`config.mk`:
```
export PLATFORM = sky130hd
export DESIGN_NAME = rom_loader
export DESIGN_NICKNAME = d
export VERILOG_FILES = /design/src/rtl/rom_loader.sv
export SDC_FILE = /design/constraint.sdc
export NUM_CORES = 1
export LEC_CHECK = 0
export ABC_AREA = 0
export CAP_MARGIN = 40
export CORE_UTILIZATION = 51
export CTS_CLUSTER_SIZE = 16
export DETAILED_ROUTE_END_ITERATION = 10
export HOLD_SLACK_MARGIN = 0.08
export PLACE_DENSITY = 0.91
export SLEW_MARGIN = 40
export SYNTH_ARGS = -nofsm -noshare
export SYNTH_HDL_FRONTEND = slang
export SYNTH_SLANG_ARGS = --single-unit
```
`constraint.sdc`:
```
create_clock -name CLK -period 2.88 [get_ports CLK]
set_clock_uncertainty 0.1 [all_clocks]
set_input_delay 0.576 -clock CLK [delete_from_list [all_inputs] [get_ports CLK]]
set_output_delay 0.576 -clock CLK [all_outputs]
set_load 0.005 [all_outputs]
```
`src/rtl/rom_loader.sv`:
```
// rom_loader: packs 16-bit HPS download halfwords into 32-bit little-endian
// SDRAM writes issued over a toggle req/ack handshake. It stalls the HPS
// while a write is outstanding, flushes a trailing odd halfword, bounds the
// load to SIZE_MAX bytes and reports BUSY/DONE/OVF to the core.
module rom_loader #(
    parameter logic [5:0]  INDEX_MAX = 6'h01,
    parameter logic [24:0] BASE_ADDR = 25'h0,
    parameter logic [24:0] SIZE_MAX  = 25'h200000
) (
    input  logic        CLK,
    input  logic        RESn,
    input  logic        IOCTL_DOWNLOAD,
    input  logic [7:0]  IOCTL_INDEX,
    input  logic        IOCTL_WR,
    input  logic [15:0] IOCTL_DOUT,
    output logic        IOCTL_WAIT,
    output logic [24:0] SDRAM_WADDR,
    output logic [31:0] SDRAM_DIN,
    output logic [3:0]  SDRAM_BE,
    output logic        SDRAM_WE_REQ,
    input  logic        SDRAM_WE_ACK,
    output logic        BUSY,
    output logic        DONE,
    output logic        OVF
);

    typedef enum logic [2:0] {
        S_IDLE,
        S_LO,
        S_HI,
        S_WAIT,
        S_FLUSH,
        S_FWAIT,
        S_FIN
    } state_t;

    state_t      state_q, state_d;
    logic        act_q, act_d;
    logic        wait_q, wait_d;
    logic        busy_q, busy_d;
    logic        done_q, done_d;
    logic        ovf_q, ovf_d;
    logic        req_q, req_d;
    logic [24:0] waddr_q, waddr_d;
    logic [31:0] din_q, din_d;
    logic [3:0]  be_q, be_d;
    // One bit wider than the address so counter+4 never wraps before the compare.
    logic [25:0] cnt_q, cnt_d;

    logic        active;
    logic        ack_match;
    logic        fits_word;
    logic        fits_half;
    logic        unused_idx_hi;

    // Only the low six index bits select the download slot.
    assign active        = IOCTL_DOWNLOAD & (IOCTL_INDEX[5:0] <= INDEX_MAX);
    assign unused_idx_hi = ^IOCTL_INDEX[7:6];
    assign ack_match     = (SDRAM_WE_ACK == req_q);
    assign fits_word     = (cnt_q + 26'd4) <= {1'b0, SIZE_MAX};
    assign fits_half     = (cnt_q + 26'd2) <= {1'b0, SIZE_MAX};

    // Next-state and datapath updates for the load sequencer.
    always_comb begin
        state_d = state_q;
        act_d   = active;
        wait_d  = wait_q;
        busy_d  = busy_q;
        done_d  = 1'b0;
        ovf_d   = ovf_q;
        req_d   = req_q;
        waddr_d = waddr_q;
        din_d   = din_q;
        be_d    = be_q;
        cnt_d   = cnt_q;

        case (state_q)
            S_IDLE: begin
                // Start only on a fresh rising edge of an accepted download.
                if (active && !act_q) begin
                    busy_d  = 1'b1;
                    ovf_d   = 1'b0;
                    cnt_d   = 26'd0;
                    waddr_d = BASE_ADDR;
                    din_d   = 32'd0;
                    be_d    = 4'h0;
                    state_d = S_LO;
                end
            end
            S_LO: begin
                // Download ending takes priority over a coincident strobe.
                if (!active) begin
                    state_d = S_FIN;
                end else if (IOCTL_WR) begin
                    din_d[15:0] = IOCTL_DOUT;
                    state_d     = S_HI;
                end
            end
            S_HI: begin
                if (!active) begin
                    state_d = S_FLUSH;
                end else if (IOCTL_WR) begin
                    din_d[31:16] = IOCTL_DOUT;
                    be_d         = 4'hF;
                    if (fits_word) begin
                        req_d   = ~req_q;
                        wait_d  = 1'b1;
                        state_d = S_WAIT;
                    end else begin
                        // Beyond the size bound: drop the word, keep draining.
                        ovf_d   = 1'b1;
                        state_d = S_LO;
                    end
                end
            end
            S_WAIT: begin
                // Fields stay frozen until the controller echoes the toggle.
                if (ack_match) begin
                    wait_d  = 1'b0;
                    waddr_d = waddr_q + 25'd4;
                    cnt_d   = cnt_q + 26'd4;
                    state_d = active ? S_LO : S_FIN;
                end
            end
            S_FLUSH: begin
                // Odd trailing halfword goes out as a 2-byte write.
                be_d         = 4'h3;
                din_d[31:16] = 16'd0;
                if (fits_half) begin
                    req_d   = ~req_q;
                    state_d = S_FWAIT;
                end else begin
                    ovf_d   = 1'b1;
                    state_d = S_FIN;
                end
            end
            S_FWAIT: begin
                if (ack_match) begin
                    state_d = S_FIN;
                end
            end
            S_FIN: begin
                done_d  = 1'b1;
                busy_d  = 1'b0;
                state_d = S_IDLE;
            end
            default: begin
                state_d = S_IDLE;
            end
        endcase
    end

    // State and output registers; reset re-aligns REQ to ACK so no write fires.
    always_ff @(posedge CLK) begin
        if (!RESn) begin
            state_q <= S_IDLE;
            act_q   <= 1'b0;
            wait_q  <= 1'b0;
            busy_q  <= 1'b0;
            done_q  <= 1'b0;
            ovf_q   <= 1'b0;
            req_q   <= SDRAM_WE_ACK;
            waddr_q <= BASE_ADDR;
            din_q   <= 32'd0;
            be_q    <= 4'h0;
            cnt_q   <= 26'd0;
        end else begin
            state_q <= state_d;
            act_q   <= act_d;
            wait_q  <= wait_d;
            busy_q  <= busy_d;
            done_q  <= done_d;
            ovf_q   <= ovf_d;
            req_q   <= req_d;
            waddr_q <= waddr_d;
            din_q   <= din_d;
            be_q    <= be_d;
            cnt_q   <= cnt_d;
        end
    end

    assign IOCTL_WAIT   = wait_q;
    assign SDRAM_WADDR  = waddr_q;
    assign SDRAM_DIN    = din_q;
    assign SDRAM_BE     = be_q;
    assign SDRAM_WE_REQ = req_q;
    assign BUSY         = busy_q;
    assign DONE         = done_q;
    assign OVF          = ovf_q;

endmodule

```
==> flow_summary.toml, run 1 <==
[status]
status = "completed"

[synthesis]
yosysSeqAreaShare = 0.4137
synth_top_area_cell = "dfxtp_1"
synthesis.area_um2 = 4379
synth_cell_type_count = 57
synthTopCellsByArea = "dfxtp_1, nor2_1, a21oi_1, nand2_1, nand3_1"
synth-seq-cells = 90
synth_ff_type = "dfxtp_1"
yosys_warnings = 0
yosys-top-cells-count = "dfxtp_1, nor2_1, nand2_1"
synth_cells = 557
synth-edff-count = 1
async_flop_share = 0
netlist.area_leader.share = 0.4069
synth.avg_cell_area_um2 = 7.862
yosysMostFrequentCell = "dfxtp_1"

[setup_path]
crit_path_end_kind = "flop"
worstPathArrival_ps = 2710
crit_chain = "nand4_1 -> buf_4 -> nor4_1 -> nand3_1 -> a21oi_1 -> a31oi_1 -> or2_1 -> o21ai_0"
cp_max_fo = 10
start_kind = "flop"
required_ps = 2840
cp_num_buf_inv = 1
crit_type = "flop to flop"
crit_slowest_cell = "dfxtp_1"
max_stage_delay_ps = 510
critical-path-top-delay-family = "simple AND/OR/NAND/NOR gates"

[floorplan]
die_x_um = 94.67
io_pins = 95
num_rows = 33
core_um2 = 8258
die_area_um2 = 8961
die_height_um = 94.67
start_util = 0.5303

[timing]
worst_pin_slew_ps = 600.3
fmax_mhz = 364.6
setup_tns_ps = 0
slew_headroom = 0.5998
fin_crit_sh = 0.9522
hold_viol = 0
setup_viol = 0
post-route-min-period_ps = 2742
slew_viol_final = 0

[route]
routed-via-count = 4391
wirelength_um = 11510
via_per_inst = 5.926
antenna_left = 0
first_pass_iters = 6
wl_per_cell_um = 15.53
drt_iter0_drc = 346
drc = 0

[grt]
antenna_found_initial = 0
grt_util_met1 = 0.3102
grt.total_usage = 0.2574
grt_max_degree = 27
grt_pass1_wl_um = 18330
met2_usage = 0.4436
met3_usage = 0.03945
grt.overflow.total = 0
grt_pass1_vias = 4039
busiest_layer = "met2"

[power_and_ir_drop]
p_per_area_nw_per_um2 = 485.0
finalPower_mw = 2.699
leakagePower_nw = 1.913
vdd_drop_max_mv = 0.3256

[clocking]
worstSkewPairLatency_ps = 360
numCtsBuffers = 9
cts_buffer_depth = 2
path_clk_slew_ps = 90
clock_sinks = 90
cts.htree.levels = 3
cts_tree = "yes"
root_buffer = "clkbuf_8"
cts_hold_buf = 0

[placement]
port-buffer-count = 89
postPlaceCellArea_um2 = 5339
dpl.hpwl_um = 7905
dp.cells = 723
gp_congestion = 0.9088

[cells_and_area]
antenna_cells = 0
drive_gt1_frac = 0.08333
area_growth_pct = 27.06
nNetsFinal = 662
final_cells = 741
stdcell_area_um2 = 5564

[flow_run]
maxCapViolCount = 0

[worst_hold_path]
hold_class = "flop to flop"
cells in the final DEF (no fill, tap or decap), types with 7 or more instances in the layout:
master / synthesis / routed
o21ai_0: 31 / 31
nor3_1: 10 / 9
nor4_1: 12 / 11
nand3_1: 36 / 36
a31oi_1: 7 / 7
nor2_1: 87 / 87
and2_1: 7 / 7
nand2_1: 51 / 51
and3_1: 7 / 7
nand4_1: 11 / 11
buf_4: 6 / 19
a22oi_1: 21 / 21
xnor2_1: 7 / 7
clkdlybuf4s50_1: 0 / 89
a21oi_1: 44 / 44
dfxtp_1: 89 / 87
and4_1: 7 / 7
xor2_1: 20 / 20
clkbuf_8: 0 / 9
inv_1: 11 / 11
metal layers:
layer | part of all wire | vias to the layer above
met2 | 0.50 | 197
met4 | 0.033 | 0
met5 | 0 | -
li1 | - | 2099
met1 | 0.40 | 2055
met3 | 0.060 | 40
timing repair:
action / 4_1_cts / 5_1_grt
pin swaps: 0 / 1
buffers inserted: 0 / 2
gates cloned: 0 / 0
setup endpoints to repair: 1 / 2
gates resized for setup: 1 / 4
registers in the layout (all words and copies together), names as in the netlist:
signal,cells
SDRAM_WE_REQ,1
BUSY,1
state_q,3
SDRAM_BE,2
OVF,1
DONE,1
SDRAM_WADDR,23
cnt_q,24
IOCTL_WAIT,1
SDRAM_DIN,32
act_q,1
metrics by stage:
step	util	hold slack [ps]	setup WS (ps)
global placement	0.6465	337.9	78.25
detailed placement	0.6465	347.3	52.54
floorplan	-	348.3	278.0
global route	0.6738	382.3	-27.87
finish	0.6738	355.7	137.5
CTS	0.6706	359.8	25.29
worst reg2reg max path, stage by stage (launching register included):
cell     delay [ps]
dfxtp_1         510
nand4_1         300
buf_4           240
nor4_1          320
nand3_1         130
a21oi_1         200
a31oi_1         160
or2_1           270
o21ai_0         230
worst paths after layout:
check | from | slack (ps) | to | cells past startpoint
max | cnt_q[4]$_SDFFE_PN0P_ | 140 | SDRAM_WE_REQ$_DFFE_PP_ | 8
min | SDRAM_DIN[12]$_SDFFE_PN0P_ | 360 | SDRAM_DIN[12]$_SDFFE_PN0P_ | 2
max reg2reg | cnt_q[4]$_SDFFE_PN0P_ | 140 | SDRAM_WE_REQ$_DFFE_PP_ | 8
min reg2reg | SDRAM_DIN[12]$_SDFFE_PN0P_ | 360 | SDRAM_DIN[12]$_SDFFE_PN0P_ | 2
final cells by class:
cell class,instances,area (um^2)
Clock inverter,6,66.31
Timing Repair Buffer,109,1054
Tap cell,105,131.4
Sequential cell,90,1814
Multi-Input combinational cell,409,2326
Inverter,12,45.04
Fill cell,653,2694
Clock buffer,10,127.6
power by group:
part	total, mW	internal (mW)	switching (mW)
sequential	1.38	1.29	0.0939
clock	0.868	0.403	0.465
combinational	0.450	0.201	0.248
logic make-up (layout without fill, tap and decap cells):
group | count (synthesis) | count (layout) | synth area share
compound gates | 127 | 127 | 0.1777
xor+xnor | 27 | 27 | 0.05400
buf+inv | 59 | 137 | 0.05914
mux | 2 | 2 | 0.004572
simple gates | 249 | 249 | 0.2843
fa+ha+maj | 2 | 2 | 0.005713
other cells | 1 | 2 | 0.0008563
flops | 90 | 90 | 0.4137
No activity file was read; power rests on OpenSTA's default activity.
==> run 2: changes to the inputs <==
- CORE_UTILIZATION: 51 -> 53
- CTS_BUF_LIST: not set -> sky130_fd_sc_hd__clkbuf_4
- PLACE_DENSITY: 0.91 -> 0.94
- TNS_END_PERCENT: not set -> 20
- clock period: 2.88 -> 3.1 ns (I/O delays scaled with it)
==> run 2 against run 1 <==
  * Clock-buffer cell count decreased by 1
  * First-iteration DRC count down 33%
  * Total power decreased by 12%
  * Worst hold slack better by 8.7 ps
  * Design area decreased by 2.3%
  * Non-clock buffer count shrank 8
  * Register-to-register slack gained 100 ps
  * Die area down 3.7%
  * Critical path depth unchanged
  * Critical path type unchanged
  * Largest power group unchanged
==> flow_summary.toml, run 2 (same netlist as run 1, synthesis figures left out) <==
[route]
first_pass_iters = 5
wirelength_um = 10990
drc = 0
routed-via-count = 4267
via_per_inst = 5.845
antenna_left = 0
wl_per_cell_um = 15.05
drt_iter0_drc = 232

[timing]
post-route-min-period_ps = 2858
slew_viol_final = 0
whs_ps = 364.4
slew_headroom = 0.5885
hold_viol = 0
fmax_mhz = 350.0
fin_crit_sh = 0.9218
worst_slack_ps = 242.5
setup_viol = 0
setup_tns_ps = 0
worst_pin_slew_ps = 617.3

[floorplan]
core_um2 = 7848
io_pins = 95
start_util = 0.5580
die_height_um = 92.90
num_rows = 32
die_area_um2 = 8630
die_x_um = 92.90

[placement]
dpl.hpwl_um = 7740
port-buffer-count = 89
dp.cells = 714
postPlaceCellArea_um2 = 5278
gp_congestion = 0.9029
pre_cts_slack_ps = -27.52

[setup_path]
r2r-end = "SDRAM_WE_REQ$_DFFE_PP_"
start_kind = "flop"
crit_type = "flop to flop"
crit_chain = "ha_2 -> nand3_4 -> nor4_4 -> mux2i_1 -> a2111oi_2 -> a31oi_1 -> or2_1 -> o21ai_0"
crit_path_end_kind = "flop"
cp_max_fo = 11
required_ps = 3160
worst-r2r-setup-slack_ps = 240
critical-path-top-delay-family = "simple AND/OR/NAND/NOR gates"
worstPathArrival_ps = 2920
cp_num_buf_inv = 0
r2r-start = "cnt_q[2]$_SDFFE_PN0P_"
cp_num_cells = 8
reg2reg_depth = 8
max_stage_delay_ps = 480
crit_slowest_cell = "dfxtp_1"

[cells_and_area]
antenna_cells = 0
stdcell_area_um2 = 5434
final_cells = 730
largest_reg_flops = 32
final_util = 0.6924
mostFrequentLayoutCells = "dfxtp_1, clkdlybuf4s50_1, nor2_1"
area_growth_pct = 24.09
drive_gt1_frac = 0.06688
nNetsFinal = 654

[grt]
busiest_layer = "met2"
grt.overflow.total = 0
grt_pass1_vias = 3971
grt_pass1_wl_um = 18060
grt_util_met1 = 0.3078
met3_usage = 0.03941
met2_usage = 0.4553
grt.total_usage = 0.2573
antenna_found_initial = 0
grt_max_degree = 35

[clocking]
root_buffer = "clkbuf_4"
numCtsBuffers = 9
worstSkewPairLatency_ps = 450
cts_tree = "yes"
clock_sinks = 90
cts.htree.levels = 3
path_clk_slew_ps = 140
post_cts_buffers = 0
cts_buffer_depth = 2

[worst_hold_path]
min_path_cells = 2
holdPathEnd = "SDRAM_DIN[6]$_SDFFE_PN0P_"
min_from = "SDRAM_DIN[6]$_SDFFE_PN0P_"
hold_class = "flop to flop"

[status]
status = "completed"

[power_and_ir_drop]
vdd_drop_max_mv = 0.2489
leakagePower_nw = 1.856
finalPower_mw = 2.368
p_per_area_nw_per_um2 = 435.8

[flow_run]
maxCapViolCount = 0
[run 2: cell types whose count changed in the layout (fill, tap and decap cells not counted), moves of 2 or more]
cell and delta:
clkbuf_4 +9, clkbuf_8 -9, buf_4 -7, clkinvlp_4 -2, dfxtp_1 +2, dfxtp_2 -2
[run 2: worst register-to-register path, stage by stage, from the launching register on]
cell       delay (ps)
dfxtp_1           480
ha_2              310
nand3_4           170
nor4_4            380
mux2i_1           170
a2111oi_2         290
a31oi_1           190
or2_1             290
o21ai_0           200
[run 2: area by class of cell]
type | count | area (um^2)
multi-input combinational | 409 | 2327
sequential | 90 | 1812
clock inverter | 7 | 73.82
tap | 102 | 127.6
clock buffer | 9 | 67.56
timing repair buffer | 101 | 980.9
fill | 586 | 2414
inverter | 12 | 45.04
[run 2: layer usage]
metal  up-vias  part of all wire
li1       2089                 -
met1      1994              0.42
met4         0             0.020
met2       162              0.50
met3        22             0.057
met5         -                 0
[run 2: worst max-delay path by stage]
stage	startpoint	to	slack, ps
after detailed placement	IOCTL_INDEX[1]	SDRAM_WADDR[14]$_SDFFE_PN0P_	-30
final	cnt_q[2]$_SDFFE_PN0P_	SDRAM_WE_REQ$_DFFE_PP_	240
after CTS	cnt_q[2]$_SDFFE_PN0P_	SDRAM_WE_REQ$_DFFE_PP_	160
after global placement	IOCTL_INDEX[1]	SDRAM_WADDR[20]$_SDFFE_PN0P_	110
after floorplan	cnt_q[2]$_SDFFE_PN0P_	SDRAM_WE_REQ$_DFFE_PP_	500
after global routing	cnt_q[2]$_SDFFE_PN0P_	SDRAM_WE_REQ$_DFFE_PP_	-2
[run 2: where the power goes]
| group | internal (mW) | total (mW) | switching [mW] | leakage (nW) |
|---|---|---|---|---|
| combinational | 0.182 | 0.408 | 0.226 | 1.05 |
| sequential | 1.20 | 1.29 | 0.0917 | 0.727 |
| clock | 0.251 | 0.671 | 0.420 | 0.0749 |
| total | 1.63 | 2.37 | 0.738 | 1.86 |
[run 2: repair_timing]
action,CTS,global route
resized for setup,0,3
hold buffers,0,0
endpoints found under the setup margin,0,1
